==> src/rtl/vedic_pkg.sv <==
// rtl/vedic_pkg.sv - shared state encoding and width legality check for the vedic multipliers
package vedic_pkg;

  typedef enum logic [1:0] {
    IDLE = 2'd0,
    RUN  = 2'd1,
    DONE = 2'd2
  } state_e;

  // Digit-serial cores split operands into 2-bit digits, so widths must be even and at least two digits.
  function automatic bit width_ok(input int w);
    return ((w % 2) == 0) && (w >= 4);
  endfunction

endpackage

==> src/rtl/vedic_two.sv <==
// rtl/vedic_two.sv - 2x2 unsigned vedic (urdhva-tiryagbhyam) multiplier core
module vedic_two (
  input  logic [1:0] a_i,
  input  logic [1:0] b_i,
  output logic [3:0] p_o
);

  logic cross_hi;
  logic cross_lo;
  logic vert_hi;
  logic carry1;

  assign cross_hi = a_i[1] & b_i[0];
  assign cross_lo = a_i[0] & b_i[1];
  assign vert_hi  = a_i[1] & b_i[1];
  assign carry1   = cross_hi & cross_lo;

  assign p_o[0] = a_i[0] & b_i[0];
  assign p_o[1] = cross_hi ^ cross_lo;
  assign p_o[2] = vert_hi ^ carry1;
  assign p_o[3] = vert_hi & carry1;

endmodule

==> src/rtl/vedic_seq_ctrl.sv <==
// rtl/vedic_seq_ctrl.sv - sequential WIDTHxWIDTH multiplier sharing one 2x2 vedic core over all digit pairs
module vedic_seq_ctrl
  import vedic_pkg::*;
#(
  parameter int WIDTH = 8
) (
  input  logic                 clk,
  input  logic                 rst_n,
  input  logic                 in_valid,
  output logic                 in_ready,
  input  logic [WIDTH-1:0]     a,
  input  logic [WIDTH-1:0]     b,
  output logic                 out_valid,
  input  logic                 out_ready,
  output logic [2*WIDTH-1:0]   product,
  output logic                 busy
);

  localparam int N = WIDTH / 2;
  localparam int CNT_W = (N > 1) ? $clog2(N) : 1;
  localparam logic [CNT_W-1:0] LAST = CNT_W'(N - 1);

  if (!width_ok(WIDTH)) begin : g_width_check
    $error("vedic_seq_ctrl: WIDTH must be even and >= 4");
  end

  state_e               state_q;
  logic [WIDTH-1:0]     a_q;
  logic [WIDTH-1:0]     b_q;
  logic [2*WIDTH-1:0]   acc_q;
  logic [2*WIDTH-1:0]   acc_d;
  logic [2*WIDTH-1:0]   product_q;
  logic [2*WIDTH-1:0]   pp_ext;
  logic [CNT_W-1:0]     i_q;
  logic [CNT_W-1:0]     j_q;
  logic [CNT_W+1:0]     shamt;
  logic [1:0]           a_dig;
  logic [1:0]           b_dig;
  logic [3:0]           pp;
  logic                 in_ready_q;
  logic                 out_valid_q;
  logic                 busy_q;

  assign a_dig = a_q[{i_q, 1'b0} +: 2];
  assign b_dig = b_q[{j_q, 1'b0} +: 2];

  vedic_two u_core (
    .a_i (a_dig),
    .b_i (b_dig),
    .p_o (pp)
  );

  // Digit pair (i,j) carries weight 4^(i+j).
  assign shamt  = ({2'b00, i_q} + {2'b00, j_q}) << 1;
  assign pp_ext = {{(2*WIDTH-4){1'b0}}, pp};
  assign acc_d  = acc_q + (pp_ext << shamt);

  always_ff @(posedge clk or negedge rst_n) begin
    if (!rst_n) begin
      state_q     <= IDLE;
      a_q         <= '0;
      b_q         <= '0;
      acc_q       <= '0;
      product_q   <= '0;
      i_q         <= '0;
      j_q         <= '0;
      in_ready_q  <= 1'b1;
      out_valid_q <= 1'b0;
      busy_q      <= 1'b0;
    end else begin
      case (state_q)
        IDLE: begin
          if (in_valid) begin
            a_q        <= a;
            b_q        <= b;
            acc_q      <= '0;
            i_q        <= '0;
            j_q        <= '0;
            in_ready_q <= 1'b0;
            // A zero operand makes the product zero; skip the digit sweep.
            if ((a == '0) || (b == '0)) begin
              state_q     <= DONE;
              product_q   <= '0;
              out_valid_q <= 1'b1;
            end else begin
              state_q <= RUN;
              busy_q  <= 1'b1;
            end
          end
        end
        RUN: begin
          acc_q <= acc_d;
          if (j_q == LAST) begin
            j_q <= '0;
            if (i_q == LAST) begin
              i_q         <= '0;
              state_q     <= DONE;
              product_q   <= acc_d;
              busy_q      <= 1'b0;
              out_valid_q <= 1'b1;
            end else begin
              i_q <= i_q + 1'b1;
            end
          end else begin
            j_q <= j_q + 1'b1;
          end
        end
        DONE: begin
          if (out_ready) begin
            state_q     <= IDLE;
            out_valid_q <= 1'b0;
            in_ready_q  <= 1'b1;
          end
        end
        default: begin
          state_q     <= IDLE;
          in_ready_q  <= 1'b1;
          out_valid_q <= 1'b0;
          busy_q      <= 1'b0;
        end
      endcase
    end
  end

  assign in_ready  = in_ready_q;
  assign out_valid = out_valid_q;
  assign busy      = busy_q;
  assign product   = product_q;

endmodule

==> config.mk <==
export PLATFORM = sky130hd
export DESIGN_NAME = vedic_seq_ctrl
export DESIGN_NICKNAME = d
export VERILOG_FILES = /design/src/rtl/vedic_pkg.sv /design/src/rtl/vedic_two.sv /design/src/rtl/vedic_seq_ctrl.sv
export SDC_FILE = /design/constraint.sdc
export NUM_CORES = 1
export LEC_CHECK = 0
export BUFFER_PORTS_ARGS = -buffer_cell sky130_fd_sc_hd__buf_2
export CAP_MARGIN = 5
export CORE_MARGIN = 1.5
export CORE_UTILIZATION = 61
export CTS_BUF_LIST = sky130_fd_sc_hd__clkbuf_8
export DETAILED_ROUTE_END_ITERATION = 6
export PLACE_DENSITY_LB_ADDON = 0.2
export SLEW_MARGIN = 10
export SYNTH_ARGS = -nofsm -noshare
export SYNTH_HDL_FRONTEND = slang
export SYNTH_SLANG_ARGS = --single-unit
export TNS_END_PERCENT = 20
==> constraint.sdc <==
create_clock -name clk -period 5.32 [get_ports clk]
set_clock_uncertainty 0.2 [all_clocks]
set_input_delay 0.532 -clock clk [delete_from_list [all_inputs] [get_ports clk]]
set_output_delay 0.532 -clock clk [all_outputs]
set_load 0.02 [all_outputs]
# Word level (Yosys, flattened, before mapping)
# Cells that the tools add are included.
[totals]
out_inout_bits = 19
latch_bits = 0
mem_bits_rw = 0
elab_cells = 83
memories = 0
ff_bits = 57
rom_bits = 0
in_bits = 20
[classes]
n_eq_ne = 10
n_lt_le_gt_ge = 0
addsub = 4
reduce_logical = 13
n_mux = 33
shift = 3
n_div = 0
n_mul = 0
bitwise = 10
[op_table]
columns = ["operator", "count"]
rows = [
  ["2-to-1 mux 16 bit", 5],
  ["case mux 16 bit (2 select lines)", 2],
  ["2-to-1 mux 2 bit", 9],
  ["adder 16 bit", 1],
  ["zero test 8 bit", 2],
  ["variable part select 8 x 4 -> 2 bit", 2],
  ["<< shifter 4 x 4 -> 16 bit", 1],
  ["AND reduction 5 bit", 3],
  ["inequality test 2 bit (second input constant)", 6],
  ["2-to-1 mux 1 bit", 11],
  ["case mux 1 bit (3 select lines)", 3],
  ["case mux 2 bit (2 select lines)", 2],
  ["AND 1 bit", 6],
  ["equality test 2 bit (second input constant)", 3],
  ["case mux 2 bit (3 select lines)", 1],
  ["AND reduction 3 bit", 2],
  ["adder 2 x 1 -> 2 bit (second input constant)", 2],
  ["AND reduction 2 bit", 2],
  ["AND reduction 4 bit", 1],
  ["adder 2 x 2 -> 3 bit", 1],
  ["equality test 2 x 1 -> 1 bit (second input constant)", 1],
  ["zero test 2 bit", 1],
  ["inverter 1 bit", 2],
  ["nonzero test 2 bit", 1],
  ["2 further kinds", 3],
]

# Depth between registers and ports, before layout
# Gate-level depths: netlist (run 1).
[logic_depth]
depth_word = 9
mapped_depth = 15

# Modules after synthesis
# From an unflattened synthesis (run 1), not the netlist that was laid out.
[hier_totals]
cells_unflattened = 351
area_unflattened_um2 = 3387.0
[by_module_without_submodules]
columns = ["mod", "n_inst", "cells_each", "seq_area_each_um2", "area_per_inst_um2"]
rows = [
  ["vedic_seq_ctrl", 1, 345, 1427.6, 3337.0],
  ["vedic_two", 1, 6, 0.0, 50.0],
]

# Worst setup path after synthesis (run 1)
# OpenSTA, ideal clock, no wires.
[synth_timing]
kind = "register -> register"
start = "reg j_q[0]"
end = "reg acc_q[15]"
path_slack_ns = 1.365
t_arrival_ns = 3.686
setup_ns = 0.069
path_stages_with_launch = 15
period_less_slack_ns = 3.955
n_path_buf = 0
cell_sequence = "dfrtp_1 > mux4_2 > and2_1 > ha_1 > ha_1 > nor2b_1 > a31oi_1 > nor2_1 > ha_1 > o211ai_1 > o21a_1 > o21ai_0 > a31o_2 > or4_1 > nand3_1"
[synth_between]
elab_chain_len = 7
word_cells_on_any_way = 13
[synth_lines]
columns = ["item", "line", "text"]
rows = [
  ["from (decl)", "vedic_seq_ctrl.sv:35", "logic [CNT_W-1:0] j_q;"],
  ["from (signal assigned)", "vedic_seq_ctrl.sv:105", "j_q <= j_q + 1'b1;"],
  ["variable part select 8 x 4 -> 2 bit", "vedic_seq_ctrl.sv:45", "assign b_dig = b_q[{j_q, 1'b0} +: 2];"],
  ["AND 1 bit (on tied branches)", "vedic_two.sv:13, vedic_two.sv:14", ""],
  ["AND 1 bit", "vedic_two.sv:16", "assign carry1 = cross_hi & cross_lo;"],
  ["XOR 1 bit / AND 1 bit (equally long branches)", "vedic_two.sv:20, vedic_two.sv:21", ""],
  ["<< shifter 4 x 4 -> 16 bit *", "vedic_seq_ctrl.sv:56", "assign acc_d = acc_q + (pp_ext << shamt);"],
  ["adder 16 bit *", "vedic_seq_ctrl.sv:56", ""],
  ["case mux 16 bit (2 select lines) *", "vedic_seq_ctrl.sv:71", "case (state_q)"],
  ["to (signal assigned)", "vedic_seq_ctrl.sv:63", "acc_q <= '0;"],
  ["to (signal assigned)", "vedic_seq_ctrl.sv:76", "acc_q <= '0;"],
  ["to (signal assigned)", "vedic_seq_ctrl.sv:92", "acc_q <= acc_d;"],
  ["to (decl)", "vedic_seq_ctrl.sv:30", "logic [2*WIDTH-1:0] acc_q;"],
]
# Every way passes the cells marked *; elsewhere a longest branch is shown, timed or not.
# A chain may end at the register's enable or synchronous reset.

# Worst setup path after layout (run 1)
[layout_timing]
start = "reg i_q[0]"
end = "reg acc_q[15]"
[layout_between]
elab_chain_len = 7
word_cells_on_any_way = 13
[layout_lines]
columns = ["item", "line", "text"]
rows = [
  ["from (decl)", "vedic_seq_ctrl.sv:34", "logic [CNT_W-1:0] i_q;"],
  ["from (signal assigned)", "vedic_seq_ctrl.sv:102", "i_q <= i_q + 1'b1;"],
  ["variable part select 8 x 4 -> 2 bit", "vedic_seq_ctrl.sv:44", "assign a_dig = a_q[{i_q, 1'b0} +: 2];"],
  ["AND 1 bit (on tied branches)", "vedic_two.sv:13, vedic_two.sv:14", ""],
  ["AND 1 bit", "vedic_two.sv:16", ""],
  ["XOR 1 bit / AND 1 bit (equally long branches)", "vedic_two.sv:20, vedic_two.sv:21", ""],
  ["<< shifter 4 x 4 -> 16 bit *", "vedic_seq_ctrl.sv:56", ""],
  ["adder 16 bit *", "vedic_seq_ctrl.sv:56", ""],
  ["case mux 16 bit (2 select lines) *", "vedic_seq_ctrl.sv:71", ""],
]
# Marked as above.

==> results of run 1 <==
[worst max-delay path by stage]
stage	start	endpoint	cells after the start
4_1_cts	i_q[0]$_DFFE_PN0P_	acc_q[15]$_DFFE_PN0P_	14
2_1_floorplan	j_q[0]$_DFFE_PN0P_	acc_q[15]$_DFFE_PN0P_	14
6_report	i_q[0]$_DFFE_PN0P_	acc_q[15]$_DFFE_PN0P_	14
3_5_place_dp	i_q[0]$_DFFE_PN0P_	acc_q[15]$_DFFE_PN0P_	14
3_3_place_gp	i_q[0]$_DFFE_PN0P_	acc_q[15]$_DFFE_PN0P_	14
5_1_grt	i_q[0]$_DFFE_PN0P_	acc_q[15]$_DFFE_PN0P_	14
[logic make-up (layout without fill, tap and decap cells)]
group | count (synthesis) | in the layout | share of synthesized area
buffers and inverters | 22 | 66 | 0.02694
AND/OR/NAND/NOR | 122 | 122 | 0.1757
AO/OA/AOI/OAI | 91 | 91 | 0.1776
adder cells (fa/ha/maj) | 22 | 22 | 0.08564
multiplexers | 24 | 24 | 0.09228
XOR/XNOR | 8 | 8 | 0.02067
flip-flops | 57 | 57 | 0.4212
[power breakdown]
| part | total (mW) | internal, mW | switching [mW] |
|---|---|---|---|
| clock | 0.359 | 0.167 | 0.192 |
| sequential | 0.774 | 0.633 | 0.141 |
| combinational | 1.36 | 0.593 | 0.762 |
[synthesized netlist by cell type (all sizes together), types with 2 or more instances]
cell type | count | area (um2)
a211oi | 7 | 52.55
or4 | 3 | 22.52
o21ai | 21 | 105.1
mux2i | 2 | 20.02
and2 | 6 | 37.54
xor2 | 2 | 17.52
o21bai | 3 | 22.52
nor4 | 3 | 18.77
dfrtp | 56 | 1401
xnor2 | 6 | 52.55
o21a | 3 | 22.52
o31ai | 6 | 45.04
a32o | 2 | 20.02
buf | 2 | 16.26
nand2 | 45 | 168.9
a31oi | 5 | 31.28
a21oi | 19 | 95.09
o211ai | 2 | 15.01
ha | 20 | 250.2
nor2 | 23 | 86.33
nor4b | 2 | 17.52
nor2b | 7 | 43.79
nand3 | 8 | 40.04
nand2b | 8 | 50.05
a21o | 5 | 37.54
o22ai | 3 | 18.77
a22o | 8 | 70.07
nand3b | 4 | 30.03
fa | 2 | 40.04
nor3 | 4 | 20.02
or3 | 3 | 18.77
mux4 | 4 | 90.09
mux2 | 18 | 202.7
inv | 9 | 33.78
and3 | 2 | 12.51
clkbuf | 11 | 41.29
[per-layer routing]
layer | GRT usage | part of all wire | vias to the layer above
met2 | 0.4553 | 0.48 | 78
met1 | 0.3590 | 0.44 | 1326
met4 | 0.1164 | 0.018 | 0
li1 | - | - | 1350
met3 | 0.04824 | 0.058 | 11
met5 | 0 | 0 | -
[cell usage in the layout (no fill, tap or decap), types with 5 or more instances in the layout]
cell / instances
dfrtp_1: 56
mux2_2: 18
inv_1: 9
and2_1: 6
clkbuf_8: 9
nor2_1: 23
xnor2_1: 6
a211oi_1: 7
o21ai_0: 21
a21oi_1: 19
ha_1: 20
nand2_1: 45
nand3_1: 8
buf_2: 38
a22o_1: 8
a31oi_1: 5
o31ai_1: 6
nor2b_1: 7
a21o_1: 5
nand2b_1: 8
[per-stage QoR]
step / utilization / power, mW / cells / cell area, um2
floorplan: - / 1.802 / 346 / 3390
global placement: 0.6942 / 2.069 / 444 / 3636
detailed placement: 0.6942 / 2.124 / 444 / 3636
CTS: 0.7267 / 2.487 / 460 / 3806
global route: 0.7267 / 2.695 / 460 / 3806
finish: 0.7267 / 2.488 / 460 / 3806
[area by class of cell]
class                           instances  area, um2  area share
Clock buffer                            9      123.9     0.03254
Clock inverter                          7      46.29     0.01216
Inverter                                9      33.78    0.008876
Multi-Input combinational cell        267       1874      0.4924
Sequential cell                        57       1428      0.3751
Tap cell                               70      87.58     0.02301
Timing Repair Buffer                   41      212.7     0.05588
[worst max-delay path, stage by stage (launching register included)]
cell and delay, ps:
dfrtp_1 510, mux4_2 580, and2_1 180, ha_1 180, ha_1 300, nor2b_1 140, a31oi_1 330, nor2_1 80
ha_1 340, o211ai_1 190, o21a_1 250, o21ai_0 230, a31o_2 320, or4_1 520, nand3_1 80
[registers in the layout (all words and copies together), names as in the netlist]
register	flops
a_q	8
acc_q	16
b_q	8
busy	1
i_q	2
in_ready	1
j_q	2
out_valid	1
product	16
state_q	2
==> flow_summary.json, run 1 <==
{
  "synth_flop_cell": "dfrtp_1",
  "num_antenna_cells": 0,
  "insertion_delay_ps": 360,
  "drive_gt1_frac": 0.2154,
  "cap_violations": 0,
  "synth_edf_count": 0,
  "core_area_um2": 5238,
  "dieArea_um2": 6012,
  "startpoint_type": "flip-flop",
  "avgRoutedWirePerCell_um": 16.21,
  "antenna_left": 0,
  "grtUsageTotal": 0.2761,
  "synth-seq-cells": 57,
  "async_flop_share": 1.000,
  "setup_viol": 0,
  "cts_tree": "yes",
  "cts_sinks": 57,
  "ys_types": 49,
  "ir_worst_vdd_uv": 352.6,
  "dp_hpwl_um": 5340,
  "power.leakage_nw": 1.753,
  "cts_setup_buffers": 0,
  "worstReg2RegEnd": "acc_q[15]$_DFFE_PN0P_",
  "syn_nets": 388,
  "rr_startpoint": "i_q[0]$_DFFE_PN0P_",
  "ys_warn_count": 0,
  "ys_seq_area_frac": 0.4212,
  "whs_ps": 110.7,
  "numCtsBuffers": 9,
  "critPathKind": "flip-flop to flip-flop",
  "fin_nets": 427,
  "totalWireLength_um": 7455,
  "r2r_cells": 14,
  "hold_buffers": 0,
  "synth_cells": 346,
  "syn_avg_cell_area_um2": 9.796,
  "gp_congestion": 0.8375,
  "grt_pass1_wl_um": 12880,
  "place_ws_ps": 907.5,
  "powerDensity_nw_per_um2": 653.6,
  "relSlewSlack": 0.3237,
  "timing_hold_violations_final": 0,
  "fin_setup_tns_ps": 0,
  "fmax_mhz": 222.5,
  "root_buffer": "clkbuf_8",
  "grt-ovfl-total": 0,
  "die_y_um": 77.54,
  "initial_core_util": 0.6472,
  "viasPerCell": 6.011,
  "finalMaxSlewViolations": 0,
  "cp.arrival_ps": 4580,
  "cts.path.max_buffers": 2,
  "cp_max_fo": 7,
  "drtPass1Iterations": 4,
  "fp-row-count": 26,
  "crit_required_ps": 5410,
  "num_vias": 2765,
  "io_pins": 39,
  "drcViolationCount": 0,
  "netlist_area_um2": 3390,
  "io_buffers": 38,
  "fillCellCount": 398,
  "grt_max_degree": 58,
  "endpoint_kind": "flip-flop",
  "grt_antenna_before_repair": 0,
  "die_w_um": 77.54,
  "period_share": 0.8450,
  "clkTransAtPathRegs_ps": 70,
  "period_needed_ps": 4495,
  "fin_ws_ps": 824.8,
  "htreeDepth": 3,
  "worstMarginPinSlew_ps": 1014,
  "cts_resized": 0,
  "r2r_slack_ps": 820,
  "rsz0062_at_grt": "false",
  "drt_iter0_drc": 162,
  "outcome": "finished, final reports clean",
  "synthToLayoutAreaGrowth_pct": 12.29,
  "worstHoldPathType": "input pin to asynchronous set/reset pin",
  "grt_pass1_vias": 2706
}
(Power assumes the default switching activity.)
==> run 2, diff against run 1 <==
--- a/config.mk
+++ b/config.mk
@@ -8,7 +8,7 @@
 export BUFFER_PORTS_ARGS = -buffer_cell sky130_fd_sc_hd__buf_2
 export CAP_MARGIN = 5
 export CORE_MARGIN = 1.5
-export CORE_UTILIZATION = 61
+export CORE_UTILIZATION = 55
 export CTS_BUF_LIST = sky130_fd_sc_hd__clkbuf_8
 export DETAILED_ROUTE_END_ITERATION = 6
 export PLACE_DENSITY_LB_ADDON = 0.2
==> constraint.sdc (replaced) <==
create_clock -name clk -period 4 [get_ports clk]
set_clock_uncertainty 0.2 [all_clocks]
set_input_delay 0.4 -clock clk [delete_from_list [all_inputs] [get_ports clk]]
set_output_delay 0.4 -clock clk [all_outputs]
set_load 0.02 [all_outputs]
==> flow_summary.json, run 2 (synthesized netlist as in run 1, its figures left out) <==
{
  "synthToLayoutAreaGrowth_pct": 19.23,
  "outcome": "finished, final reports clean",
  "cp.arrival_ps": 3920,
  "gp_congestion": 0.9149,
  "p_switching_mw": 1.520,
  "root_buffer": "clkbuf_8",
  "holdPathStages": 2,
  "grt_pass1_vias": 2783,
  "final_common_cell": "dfrtp_1",
  "avgRoutedWirePerCell_um": 16.52,
  "num_vias": 2828,
  "worstReg2RegEnd": "product[12]$_DFFE_PN0P_",
  "place_ws_ps": -93.16,
  "io_pins": 39,
  "period_share": 0.9739,
  "num_antenna_cells": 0,
  "cpPeakStageDelay_ps": 530,
  "fillCellCount": 453,
  "io_buffers": 38,
  "cts_sinks": 57,
  "grt_antenna_before_repair": 0,
  "timing_hold_violations_final": 0,
  "slowest_stage": "mux4_2",
  "hold_end": "b_q[7]$_DFFE_PN0P_",
  "core_area_um2": 5921,
  "ir_worst_vdd_uv": 489.6,
  "power.leakage_nw": 1.856,
  "critPathKind": "flip-flop to flip-flop",
  "hp-start": "b[7]",
  "cts.path.max_buffers": 2,
  "r2r_cells": 14,
  "rr_startpoint": "j_q[0]$_DFFE_PN0P_",
  "numCtsBuffers": 9,
  "clkTransAtPathRegs_ps": 70,
  "period_needed_ps": 3896,
  "drt_iter0_drc": 102,
  "cts_tree": "yes",
  "rsz0062_at_grt": "true",
  "cap_violations": 0,
  "fmax_mhz": 256.7,
  "die_y_um": 81.51,
  "drcViolationCount": 0,
  "fp-row-count": 28,
  "cp_cell_sequence": "mux4_2 > and2_1 > ha_1 > ha_1 > buf_4 > a31oi_2 > nor2b_1 > ha_2 > and2_1 > o2111a_1 > a21o_1 > o21a_1 > or3_1 > a32o_1",
  "endpoint_kind": "flip-flop",
  "dp_hpwl_um": 5722,
  "drtPass1Iterations": 4,
  "fin_ws_ps": 104.4,
  "powerDensity_nw_per_um2": 898.1,
  "r2r_slack_ps": 100,
  "dieArea_um2": 6643,
  "viasPerCell": 5.867,
  "drive_gt1_frac": 0.2776,
  "setup_viol": 0,
  "layout_common_cells": "dfrtp_1 (55), nand2_1 (45), buf_2 (38), nor2_1 (23), buf_4 (19)",
  "startpoint_type": "flip-flop",
  "htreeDepth": 3,
  "crit_required_ps": 4020,
  "p_int_mw": 2.109,
  "p_sw_frac": 0.4189,
  "sequentialPowerShare": 0.282,
  "critPathBufInv": 1,
  "cp_top_family": "compound AO/OA/AOI/OAI gates",
  "fin_nets": 444,
  "antenna_left": 0,
  "combPwrFrac": 0.560,
  "grt-ovfl-total": 0,
  "cp_max_fo": 4,
  "relSlewSlack": 0.3763,
  "power_mw": 3.630,
  "finalMaxSlewViolations": 0,
  "grt_pass1_wl_um": 13280,
  "initial_core_util": 0.5725,
  "grt_max_degree": 31,
  "worstMarginPinSlew_ps": 934.9,
  "worstHoldPathType": "input pin to flip-flop",
  "totalWireLength_um": 7961,
  "grtUsageTotal": 0.2702,
  "insertion_delay_ps": 340,
  "cts_setup_buffers": 0,
  "die_w_um": 81.51,
  "clkPwrFrac": 0.158
}
==> run 2: cell count changes in the layout (fill, tap and decap cells not counted), sizes merged <==
cell,previous run,this run
buf,41,57
bufinv,0,1
clkbuf,9,12
clkinv,3,1
clkinvlp,3,2
dlygate4sd3,0,1
inv,10,9
==> run 2: stage by stage <==
stage	hold slack [ps]	cells	TNS (ps)	utilization	area, um2
3_3_place_gp	255.0	465	0	0.6355	3762
6_report	105.8	482	0	0.6826	4041
4_1_cts	94.36	482	0	0.6735	3988
3_5_place_dp	265.0	465	-122.3	0.6355	3762
5_1_grt	101.1	482	-390.4	0.6826	4041
2_1_floorplan	-95.59	346	0	-	3390
==> run 2: worst max-delay path by stage <==
stage | cells past startpoint | startpoint | slack, ps | end
2_1_floorplan | 14 | j_q[0]$_DFFE_PN0P_ | 50 | acc_q[15]$_DFFE_PN0P_
3_3_place_gp | 13 | j_q[0]$_DFFE_PN0P_ | 80 | product[15]$_DFFE_PN0P_
3_5_place_dp | 14 | i_q[0]$_DFFE_PN0P_ | -90 | product[15]$_DFFE_PN0P_
4_1_cts | 14 | i_q[0]$_DFFE_PN0P_ | 20 | acc_q[14]$_DFFE_PN0P_
5_1_grt | 14 | j_q[0]$_DFFE_PN0P_ | -70 | product[12]$_DFFE_PN0P_
6_report | 14 | j_q[0]$_DFFE_PN0P_ | 100 | product[12]$_DFFE_PN0P_
==> run 2: power groups by stage <==
stage          clock network (mW)  registers [mW]  logic [mW]
2_1_floorplan                   0            1.07        1.33
3_3_place_gp                    0            1.02        1.87
3_5_place_dp                    0            1.03        1.93
4_1_cts                     0.580            1.02        1.95
5_1_grt                     0.612            1.06        2.27
6_report                    0.574            1.02        2.03
==> run 2: final cells by class <==
type,count,area (um2),area share
flip-flops and latches,57,1429,0.3536
clock buffers,12,165.2,0.04087
repair buffers,58,342.8,0.08483
well taps,75,93.84,0.02322
clock inverters,4,50.05,0.01238
multi-input cells,267,1927,0.4768
inverters,9,33.78,0.008359
==> run 2: what timing repair did <==
action,CTS,global route
hold buffers,1,0
gates resized for setup,1,17
setup endpoints to repair,4,16
pin swaps,1,2
hold endpoints to repair,27,0
==> run 2: layer usage <==
layer	global-route usage	up-vias	routed length, um
met4	0.1259	0	187
met1	0.3580	1373	3668
met5	0	-	0
met2	0.4289	63	3820
met3	0.05000	18	284
li1	-	1374	-
==> run 3, diff against run 2 <==
==> constraint.sdc (replaced) <==
create_clock -name clk -period 3.5 [get_ports clk]
set_clock_uncertainty 0.2 [all_clocks]
set_input_delay 0.35 -clock clk [delete_from_list [all_inputs] [get_ports clk]]
set_output_delay 0.35 -clock clk [all_outputs]
set_load 0.02 [all_outputs]
==> flow_summary.json, run 3 (synthesized netlist as in run 1, its figures left out) <==
{
  "endpoint_kind": "flip-flop",
  "period_share": 1.071,
  "io_buffers": 38,
  "gp_congestion": 0.9750,
  "rsz0062_at_grt": "true",
  "powerDensity_nw_per_um2": 1073,
  "worstHoldPathType": "input pin to flip-flop",
  "wl_met1_um": 3793,
  "synthToLayoutAreaGrowth_pct": 30.71,
  "timing_hold_violations_final": 0,
  "route.met3.wl_um": 322,
  "grt-ovfl-total": 0,
  "startpoint": "i_q[0]$_DFFE_PN0P_",
  "drt_iter0_drc": 115,
  "dieArea_um2": 6643,
  "critPathKind": "flip-flop to flip-flop",
  "fp-row-count": 28,
  "grtUsageTotal": 0.2687,
  "fin_nets": 481,
  "power_mw": 4.754,
  "fmax_mhz": 266.8,
  "final_common_cell": "buf_4",
  "cts_tree": "yes",
  "finalMaxSlewViolations": 0,
  "die_y_um": 81.51,
  "io_pins": 39,
  "worstMarginPinSlew_ps": 804.8,
  "totalWireLength_um": 8383,
  "avgRoutedWirePerCell_um": 16.15,
  "dr.max_layer_used": "met4",
  "startpoint_type": "flip-flop",
  "antenna_left": 0,
  "cp.arrival_ps": 3760,
  "clkTransAtPathRegs_ps": 70,
  "hp-start": "b[1]",
  "cts_sinks": 57,
  "rr_startpoint": "i_q[0]$_DFFE_PN0P_",
  "die_w_um": 81.51,
  "num_antenna_cells": 0,
  "setup_viol": 14,
  "layout_common_cells": "buf_4 (55), dfrtp_1 (54), nand2_1 (44), buf_2 (38), nor2_1 (19)",
  "fin_setup_tns_ps": -1861,
  "cts.path.max_buffers": 2,
  "period_needed_ps": 3749,
  "grt_max_degree": 37,
  "dp_hpwl_um": 6058,
  "relSlewSlack": 0.4635,
  "insertion_delay_ps": 330,
  "outcome": "complete, but fails checks",
  "fin_ws_ps": -248.8,
  "viasPerCell": 5.723,
  "cap_violations": 0,
  "htreeDepth": 3,
  "final_cells": 519,
  "root_buffer": "clkbuf_8",
  "cp_max_fo": 4,
  "num_vias": 2970,
  "initial_core_util": 0.5725,
  "dp.cells": 500,
  "wl_met2_um": 4173,
  "drive_gt1_frac": 0.3739,
  "grt_pass1_vias": 2909,
  "grt_pass1_wl_um": 13410,
  "whs_ps": 60.64,
  "numCtsBuffers": 9,
  "drcViolationCount": 0,
  "grt_antenna_before_repair": 0,
  "violations": "setup timing",
  "ir_worst_vdd_uv": 675.2,
  "core_area_um2": 5921,
  "drtPass1Iterations": 4,
  "crit_required_ps": 3510,
  "power.leakage_nw": 2.050
}
-- run 3: changes by cell type in the layout (fill, tap and decap cells not counted), sizes merged --
cell,before,now
buf,57,94
clkinv,1,4
clkbuf,12,10
clkinvlp,2,1
-- run 3: power breakdown --
group	leakage, nW	internal, mW	switching [mW]
sequential	0.672	0.965	0.210
combinational	1.28	1.50	1.47
clock	0.102	0.343	0.271
total	2.05	2.80	1.95
-- run 3: per-layer routing --
layer | vias up | global-route usage
met4 | 0 | 0.08621
li1 | 1447 | -
met3 | 10 | 0.07222
met1 | 1453 | 0.3319
met2 | 60 | 0.4554
met5 | - | 0
-- run 3: repair_timing --
item                                    4_1_cts  5_1_grt
endpoints found under the setup margin       18       23
buffers inserted                              2        0
pin swaps                                    22        0
hold buffers                                  1        0
endpoints found under the hold margin        34        0
resized for setup                            18       17
-- run 3: worst paths after layout --
path                                           endpoint  slack, ps  cells after the start
min in group asynchronous        product[0]$_DFFE_PN0P_        440                      2
worst min register to register   product[2]$_DFFE_PN0P_        280                      2
max in group asynchronous       product[14]$_DFFE_PN0P_       1860                      3
worst max-delay path            product[14]$_DFFE_PN0P_       -250                     14
worst max register to register  product[14]$_DFFE_PN0P_       -250                     14
worst min-delay path                 b_q[1]$_DFFE_PN0P_         60                      2
-- run 3: final cells by class --
type,count,area (um2)
Clock inverter,6,57.56
Fill cell,407,1490
Tap cell,75,93.84
Clock buffer,10,137.6
Timing Repair Buffer,95,624.3
Sequential cell,57,1430
Inverter,9,33.78
Multi-Input combinational cell,267,2053
-- run 3: critical path, stage by stage (launching register included) --
cell,delay [ps]
dfrtp_2,400
mux4_2,520
and2_4,170
ha_4,250
nor3b_2,150
a31oi_1,200
buf_4,140
nor2_1,50
ha_1,320
a21oi_1,220
nand2_1,120
a2111oi_1,410
a211oi_1,120
xor2_1,180
a22o_1,200
-- run 3: per-stage QoR --
step / area (um2) / setup WS (ps) / util
global placement: 4058 / -278.6 / 0.6853
CTS: 4348 / -245.9 / 0.7344
detailed placement: 4058 / -382.7 / 0.6853
finish: 4431 / -248.8 / 0.7483
global route: 4431 / -371.3 / 0.7483
floorplan: 3426 / -327.8 / -
